==> config.mk <==
export PLATFORM = sky130hd
export DESIGN_NAME = spike_rate_meter
export DESIGN_NICKNAME = d
export VERILOG_FILES = /design/src/rtl/spike_rate_meter.sv
export SDC_FILE = /design/constraint.sdc
export NUM_CORES = 1
export LEC_CHECK = 0
export BUFFER_PORTS_ARGS = -buffer_cell sky130_fd_sc_hd__buf_2
export CELL_PAD_IN_SITES_DETAIL_PLACEMENT = 1
export CELL_PAD_IN_SITES_GLOBAL_PLACEMENT = 2
export CORE_MARGIN = 2
export CORE_UTILIZATION = 37
export DETAILED_ROUTE_END_ITERATION = 7
export GPL_ROUTABILITY_DRIVEN = 0
export GPL_TIMING_DRIVEN = 0
export PLACE_DENSITY = 0.91
export SYNTH_ARGS = -nofsm -noshare
export SYNTH_HDL_FRONTEND = slang
export SYNTH_SLANG_ARGS = --single-unit
==> constraint.sdc <==
create_clock -name clk -period 8.3 [get_ports clk]
set_input_delay 0.83 -clock clk [delete_from_list [all_inputs] [get_ports clk]]
set_output_delay 0.83 -clock clk [all_outputs]
set_load 0.01 [all_outputs]
==> src/rtl/spike_rate_meter.sv <==
// Windowed spike-rate meter with a valid/ready result port and sticky drop flag.
// Optional inter-spike interval measurement is enabled by defining ISI_MEASURE_EN.
module spike_rate_meter #(
    parameter int CNT_W = 8
) (
    input  logic             clk,
    input  logic             reset,
    input  logic             ena,
    input  logic             spike,
    input  logic [CNT_W-1:0] win_len,
    output logic [CNT_W-1:0] rate_out,
    output logic             rate_valid,
    input  logic             rate_ready,
    output logic             drop,
    output logic [CNT_W-1:0] isi_out,
    output logic             isi_valid
);

    typedef enum logic {IDLE, RUN} state_t;

    localparam logic [CNT_W-1:0] MAX = '1;
    localparam logic [CNT_W-1:0] ONE = {{(CNT_W-1){1'b0}}, 1'b1};

    state_t           state, state_next;
    logic [CNT_W-1:0] idx, len_q, cnt;
    logic [CNT_W-1:0] cur_idx, cur_len, cur_cnt, cnt_next;
    logic             close;

    // The entry cycle (IDLE with ena=1) is window cycle 0, so it behaves like RUN
    // with index 0 and count 0; window cycle 0 always samples win_len live.
    always_comb begin
        state_next = state;
        cur_idx    = '0;
        cur_cnt    = '0;
        cur_len    = win_len;
        cnt_next   = '0;
        close      = 1'b0;
        case (state)
            IDLE:    if (ena)  state_next = RUN;
            RUN:     if (!ena) state_next = IDLE;
            default: state_next = IDLE;
        endcase
        if (state == RUN) begin
            cur_idx = idx;
            cur_cnt = cnt;
        end
        if (cur_idx != '0) cur_len = len_q;
        cnt_next = (spike && cur_cnt != MAX) ? cur_cnt + ONE : cur_cnt;
        close    = ena && (cur_idx == cur_len);
    end

    always_ff @(posedge clk) begin
        if (reset) state <= IDLE;
        else       state <= state_next;
    end

    always_ff @(posedge clk) begin
        if (reset) begin
            idx        <= '0;
            len_q      <= '0;
            cnt        <= '0;
            rate_out   <= '0;
            rate_valid <= 1'b0;
            drop       <= 1'b0;
        end else begin
            if (ena && !close) begin
                idx <= cur_idx + ONE;
                cnt <= cnt_next;
                if (cur_idx == '0) len_q <= win_len;
            end else begin
                idx <= '0;
                cnt <= '0;
            end
            // A new result may replace one being consumed this same edge.
            if (close) begin
                if (!rate_valid || rate_ready) begin
                    rate_out   <= cnt_next;
                    rate_valid <= 1'b1;
                end else begin
                    drop <= 1'b1;
                end
            end else if (rate_valid && rate_ready) begin
                rate_valid <= 1'b0;
            end
        end
    end

`ifdef ISI_MEASURE_EN
    logic [CNT_W-1:0] isi_cnt;
    logic             seen;

    // isi_cnt is cycles elapsed since the last spike; the interval is one more.
    always_ff @(posedge clk) begin
        if (reset) begin
            isi_cnt   <= '0;
            seen      <= 1'b0;
            isi_out   <= '0;
            isi_valid <= 1'b0;
        end else if (!ena) begin
            isi_cnt   <= '0;
            seen      <= 1'b0;
            isi_valid <= 1'b0;
        end else begin
            isi_valid <= spike && seen;
            if (spike) begin
                seen    <= 1'b1;
                isi_cnt <= '0;
                if (seen) isi_out <= (isi_cnt == MAX) ? MAX : isi_cnt + ONE;
            end else if (isi_cnt != MAX) begin
                isi_cnt <= isi_cnt + ONE;
            end
        end
    end
`else
    assign isi_out   = '0;
    assign isi_valid = 1'b0;
`endif

endmodule

---- After elaboration in Yosys (flattened, before gate mapping) ----
Cells that the tools add are included.
word-level totals
  output and inout bits ................... 19
  flip-flop bits (word level) ............. 35
  bits of input ports ..................... 13
operators by class
  bitwise operators ....................... 2
  eq/ne operators ......................... 3
  multiplexer cells ....................... 8
  $add $sub $neg .......................... 2
  reductions and logical operators ........ 15
operator list
  operator             count
  $mux 8               4
  $add 8x1->8 const B  2
  $eq 8x8->1           1
  $logic_not 8->1      1
  $ne 8x8->1 const B   1
  $reduce_and 2->1     4
  $reduce_bool 8->1    1
  $logic_and 1x1->1    4
  $mux 1               4
  $logic_not 1->1      2
  $ne 2x1->1 const B   1
  $not 1->1            2
  $reduce_bool 2->1    1
  $reduce_or 2->1      1
  $logic_or 1x1->1     1

---- Logic depth before layout (Yosys ltp) ----
  word-level depth ........................ 9
  mapped depth ............................ 10
  depth with buffers taken out ............ 8

---- Least setup slack after synthesis ----
Ideal clock, no wire load.
  path kind ............................... reg2reg
  start point ............................. register state
  end point ............................... register rate_out[0]
  cell stages (with the launch flop) ...... 10
  slack ................................... 5570 ps
  buffers on the path ..................... 1
  arrival ................................. 2609 ps
  data required time ...................... 8179 ps
  cell sequence ........................... dfxtp_1 > buf_4 > nand2_1 > ha_1 > nor4b_4 > a21oi_2 > mux2i_1 > o2111ai_2 > nor3_4 > mux2_4
on the way
  word-level cells in the longest chain between the ends .. 6
  elaborated cells between the ends (all ways) .. 11
  classes of those cells .................. 1 x add/sub; 2 x eq/ne; 4 x mux; 4 x reduce/logical
RTL lines
  item                               RTL line  RTL
  start, declared                    24        state_t state, state_next;
  start signal, assigned             54        else state <= state_next;
  $mux 8                             43        if (state == RUN) begin
  $reduce_bool 8->1                  47        if (cur_idx != '0) cur_len = len_q;
  $mux 8                             47
  $eq 8x8->1                         49        close = ena && (cur_idx == cur_len);
  $logic_and 1x1->1                  49
  $reduce_and 2->1 (no source line)  --
  end signal, assigned               77        rate_out <= cnt_next;
  end, declared                      11        output logic [CNT_W-1:0] rate_out,
Several ways; a longest one is shown, not always the timed one.
A chain may end at the register's enable or synchronous reset.

---- Worst setup path after layout ----
  start point ............................. register state
  end point ............................... register rate_out[1]
Same word-level chain as after synthesis.

==> results.json <==
{
  "status": "completed",
  "floorplan.core_area_um2": 5405,
  "ctsRootBufferMaster": "sky130_fd_sc_hd__clkbuf_8",
  "placement.io_buffers": 22,
  "grt_pass1_wl_mm": 8.142,
  "post_synth_main_area_contributors": "sky130_fd_sc_hd__dfxtp_1 34%, sky130_fd_sc_hd__mux2i_1 6.9%, sky130_fd_sc_hd__nand2_1 5.5%",
  "critPathKind": "reg -> reg",
  "chipHeight_um": 78.22,
  "post_synth_num_cell_types": 50,
  "postCtsHoldBufs": 0,
  "yosysTopAreaCell": "sky130_fd_sc_hd__dfxtp_1",
  "post-route-period-util_pct": 38.45,
  "crit_chain": "buf_4, nand2_1, ha_1, nor4b_4, a21oi_2, mux2i_1, o2111ai_2, nor3_4, mux2_4",
  "synth_top_family_by_area": "simple AND/OR/NAND/NOR gates",
  "drt_pass1_iterations": 5,
  "fmax_mhz": 313.4,
  "insertedDiodeCount": 0,
  "critical_path.max_stage_delay_ps": 470,
  "final_worst_slack_ps": 5109,
  "post_synth_simple_gate_area_pct": 26.89,
  "worst_setup_hold_path_clk_slew_ps": 70,
  "seq_area_frac_synth_pct": 34.38,
  "i_o_pin_count": 32,
  "post_cts_resize_count": 0,
  "share_of_final_layout_standard_cells_stronger_than_drive_strength_1_pct": 24.06,
  "grt_overflow": 0,
  "critical_path_arrival_ps": 3380,
  "cts-buffers-inserted": 5,
  "dominantRegCellSynth": "sky130_fd_sc_hd__dfxtp_1",
  "horizontal_extent_of_the_die_um": 78.22,
  "detailedPlacementHpwl_mm": 3.719,
  "clock_sink_count": 35,
  "worstPathRequired_ps": 8490,
  "synth.ff_latch_count": 35,
  "max_cap_violations": 0,
  "postSynthCellCount": 229,
  "stdcell_count": 338,
  "pd_cells_nw_per_um2": 154.6,
  "track_usage_pct": 17.06,
  "grt_antenna_before_repair": 0,
  "post_cts_setup_buffer_count": 0,
  "tns_ps": 0,
  "grt_start_max_net_pins": 12,
  "critPathCaptureType": "register",
  "crit_slowest_cell": "sky130_fd_sc_hd__nor3_4",
  "dp.cells": 331,
  "synthesis.yosys.warnings": 0,
  "setup_viol": 0,
  "skew_ps": 11.38,
  "synth_async_sr_flop_share_pct": 0,
  "vias_per_cell": 5.112,
  "hold_slack_ps": 482.1,
  "start_util_pct": 37.71,
  "synth.mux.area_fraction_pct": 12.22,
  "yosysTopAreaCellShare_pct": 34.38,
  "dr_total_vias": 1728,
  "detailedPlace.worstSlack_ps": 5103,
  "detail_route.iter0.violations": 48,
  "mappedNetlistArea_um2": 2038,
  "ir_worst_vdd_v": 0.00006924,
  "holdCritPathClass": "reg -> reg",
  "first_global_vias": 1763,
  "finalCoreUtilization_pct": 43.94,
  "synthesis.area_per_instance_um2": 8.900,
  "h_tree_lvl_count": 2,
  "post_dr_wirelength_cell_um": 14.56,
  "post-route-drc-count": 0,
  "core.rowCount": 27,
  "buffers_from_clock_root_to_sink_at_most": 2,
  "area_share_of_fa_ha_maj_cells_after_synthesis_pct": 1.842,
  "finalHoldViolations": 0,
  "min_period_ps": 3191,
  "ant_nets": 0,
  "fillers": 671,
  "worstSkewPairLatency_ps": 300,
  "cell_class_contributing_the_biggest_share_of_worst_path_delay": "simple AND/OR/NAND/NOR gates",
  "crit_path_max_fanout": 10,
  "cp-start-kind": "register",
  "drt_wl_total_mm": 4.921,
  "floorplan.die_area_um2": 6118,
  "report.final.slew_viol_count": 0,
  "xor_xnor_fraction_of_synth_area_pct": 4.297,
  "tritoncts": "built",
  "edff_count_synth": 0,
  "unrepaired_setup_endpoints_after_global_routing": "false",
  "syn_to_final_growth_pct": 16.51,
  "worstPathBufferInverterCount": 1,
  "power.static_leakage_uw": 0.0009825,
  "nets": 282,
  "synth_compound_gate_area_share_pct": 13.20
}
[final cells by class]
cell class | instances | area, µm² | area share (%)
Clock inverter | 2 | 37.54 | 1.581
Timing Repair Buffer | 22 | 110.1 | 4.636
Multi-Input combinational cell | 176 | 1225 | 51.58
Buffer | 18 | 112.6 | 4.742
Tap cell | 72 | 90.09 | 3.793
Sequential cell | 35 | 700.7 | 29.50
Clock buffer | 5 | 68.82 | 2.898
Inverter | 8 | 30.03 | 1.264
[kinds of logic after synthesis]
family | after synthesis
AND/OR/NAND/NOR | 101
adder cells (fa/ha/maj) | 3
multiplexers | 22
flip-flops | 35
XOR/XNOR | 10
other | 1
buffers and inverters | 26
AO/OA/AOI/OAI | 31
[worst register-to-register path, delay by kind of cell (launching register included)]
family          cells  cell delay, ps
compound gates      2             650
fa+ha+maj           1             320
buf+inv             1             220
flops               1             450
mux                 2             670
simple gates        3             770
[flip-flops by register name, indices dropped and copies added, names as in the netlist]
register    cells
idx             8
state           1
len_q           8
cnt             8
rate_out        8
rate_valid      1
drop            1
[final timing paths]
kind	end	startpoint	slack (ps)	depth (start not counted)
worst min register to register	rate_out[7]	rate_out[7]	480	2
worst max register to register	rate_out[1]	state	5110	9
worst max-delay path	rate_out[1]	state	5110	9
worst min-delay path	rate_out[7]	rate_out[7]	480	2
[Yosys cell counts, types with 3 or more instances]
cell type                  count
sky130_fd_sc_hd__dfxtp_1      35
sky130_fd_sc_hd__nand2_1      30
sky130_fd_sc_hd__nor2_1       23
sky130_fd_sc_hd__mux2i_1      14
sky130_fd_sc_hd__buf_4        11
sky130_fd_sc_hd__nand3_1      10
sky130_fd_sc_hd__inv_1         7
sky130_fd_sc_hd__nor2b_1       7
sky130_fd_sc_hd__nor3b_1       7
sky130_fd_sc_hd__xor2_1        7
sky130_fd_sc_hd__and2_1        5
sky130_fd_sc_hd__mux2_4        5
sky130_fd_sc_hd__nand4_1       5
sky130_fd_sc_hd__clkbuf_1      4
sky130_fd_sc_hd__buf_2         3
sky130_fd_sc_hd__ha_1          3
sky130_fd_sc_hd__mux2_2        3
sky130_fd_sc_hd__nand2b_1      3
sky130_fd_sc_hd__o211ai_1      3
sky130_fd_sc_hd__o21a_1        3
sky130_fd_sc_hd__xnor2_1       3
[cell usage in the layout (no fill, tap or decap), types with 2 or more instances in the layout]
| cell | instances |
|---|---|
| sky130_fd_sc_hd__o21a_1 | 3 |
| sky130_fd_sc_hd__clkbuf_1 | 4 |
| sky130_fd_sc_hd__a21o_1 | 2 |
| sky130_fd_sc_hd__nor3b_1 | 7 |
| sky130_fd_sc_hd__xnor2_1 | 3 |
| sky130_fd_sc_hd__o211ai_1 | 3 |
| sky130_fd_sc_hd__a21oi_1 | 2 |
| sky130_fd_sc_hd__buf_2 | 25 |
| sky130_fd_sc_hd__nand2_1 | 30 |
| sky130_fd_sc_hd__clkbuf_8 | 5 |
| sky130_fd_sc_hd__nand2b_1 | 3 |
| sky130_fd_sc_hd__nor2b_1 | 7 |
| sky130_fd_sc_hd__nor2_1 | 23 |
| sky130_fd_sc_hd__nor3_1 | 2 |
| sky130_fd_sc_hd__buf_4 | 11 |
| sky130_fd_sc_hd__a222oi_1 | 2 |
| sky130_fd_sc_hd__o32ai_2 | 2 |
| sky130_fd_sc_hd__ha_1 | 3 |
| sky130_fd_sc_hd__mux2_2 | 3 |
| sky130_fd_sc_hd__nand4_1 | 5 |
| sky130_fd_sc_hd__o311ai_0 | 2 |
| sky130_fd_sc_hd__nand3_1 | 10 |
| sky130_fd_sc_hd__a31oi_1 | 2 |
| sky130_fd_sc_hd__and2_1 | 5 |
| sky130_fd_sc_hd__o41ai_1 | 2 |
| sky130_fd_sc_hd__dfxtp_1 | 35 |
| sky130_fd_sc_hd__inv_1 | 7 |
| sky130_fd_sc_hd__mux2i_1 | 14 |
| sky130_fd_sc_hd__xor2_1 | 7 |
| sky130_fd_sc_hd__o22ai_1 | 2 |
| sky130_fd_sc_hd__mux2_4 | 5 |
| sky130_fd_sc_hd__conb_1 | 9 |
[power by group]
| part | internal [µW] | switching, µW |
|---|---|---|
| clock | 87.8 | 67.0 |
| sequential | 171 | 2.91 |
| combinational | 16.2 | 21.9 |
[metrics by stage]
| stage | total power [µW] | area, µm² |
|---|---|---|
| final | 367.0 | 2375 |
| after global routing | 382.7 | 2375 |
| after CTS | 371.4 | 2375 |
| after detailed placement | 215.7 | 2268 |
| after global placement | 215.1 | 2268 |
| after floorplan | 204.8 | 2068 |
[per-layer routing]
metal  part of all wire (%)  vias up  global-route usage (%)  wire length [µm]
met5                      0        -                       0                 0
met4                    1.5        0                   6.491                75
met3                    3.8        8                   3.908               185
met2                     51       24                   30.34              2491
met1                     44      834                   19.89              2168
li1                       -      862                       -                 -
Note: power is estimated with default switching activity, not from simulation.
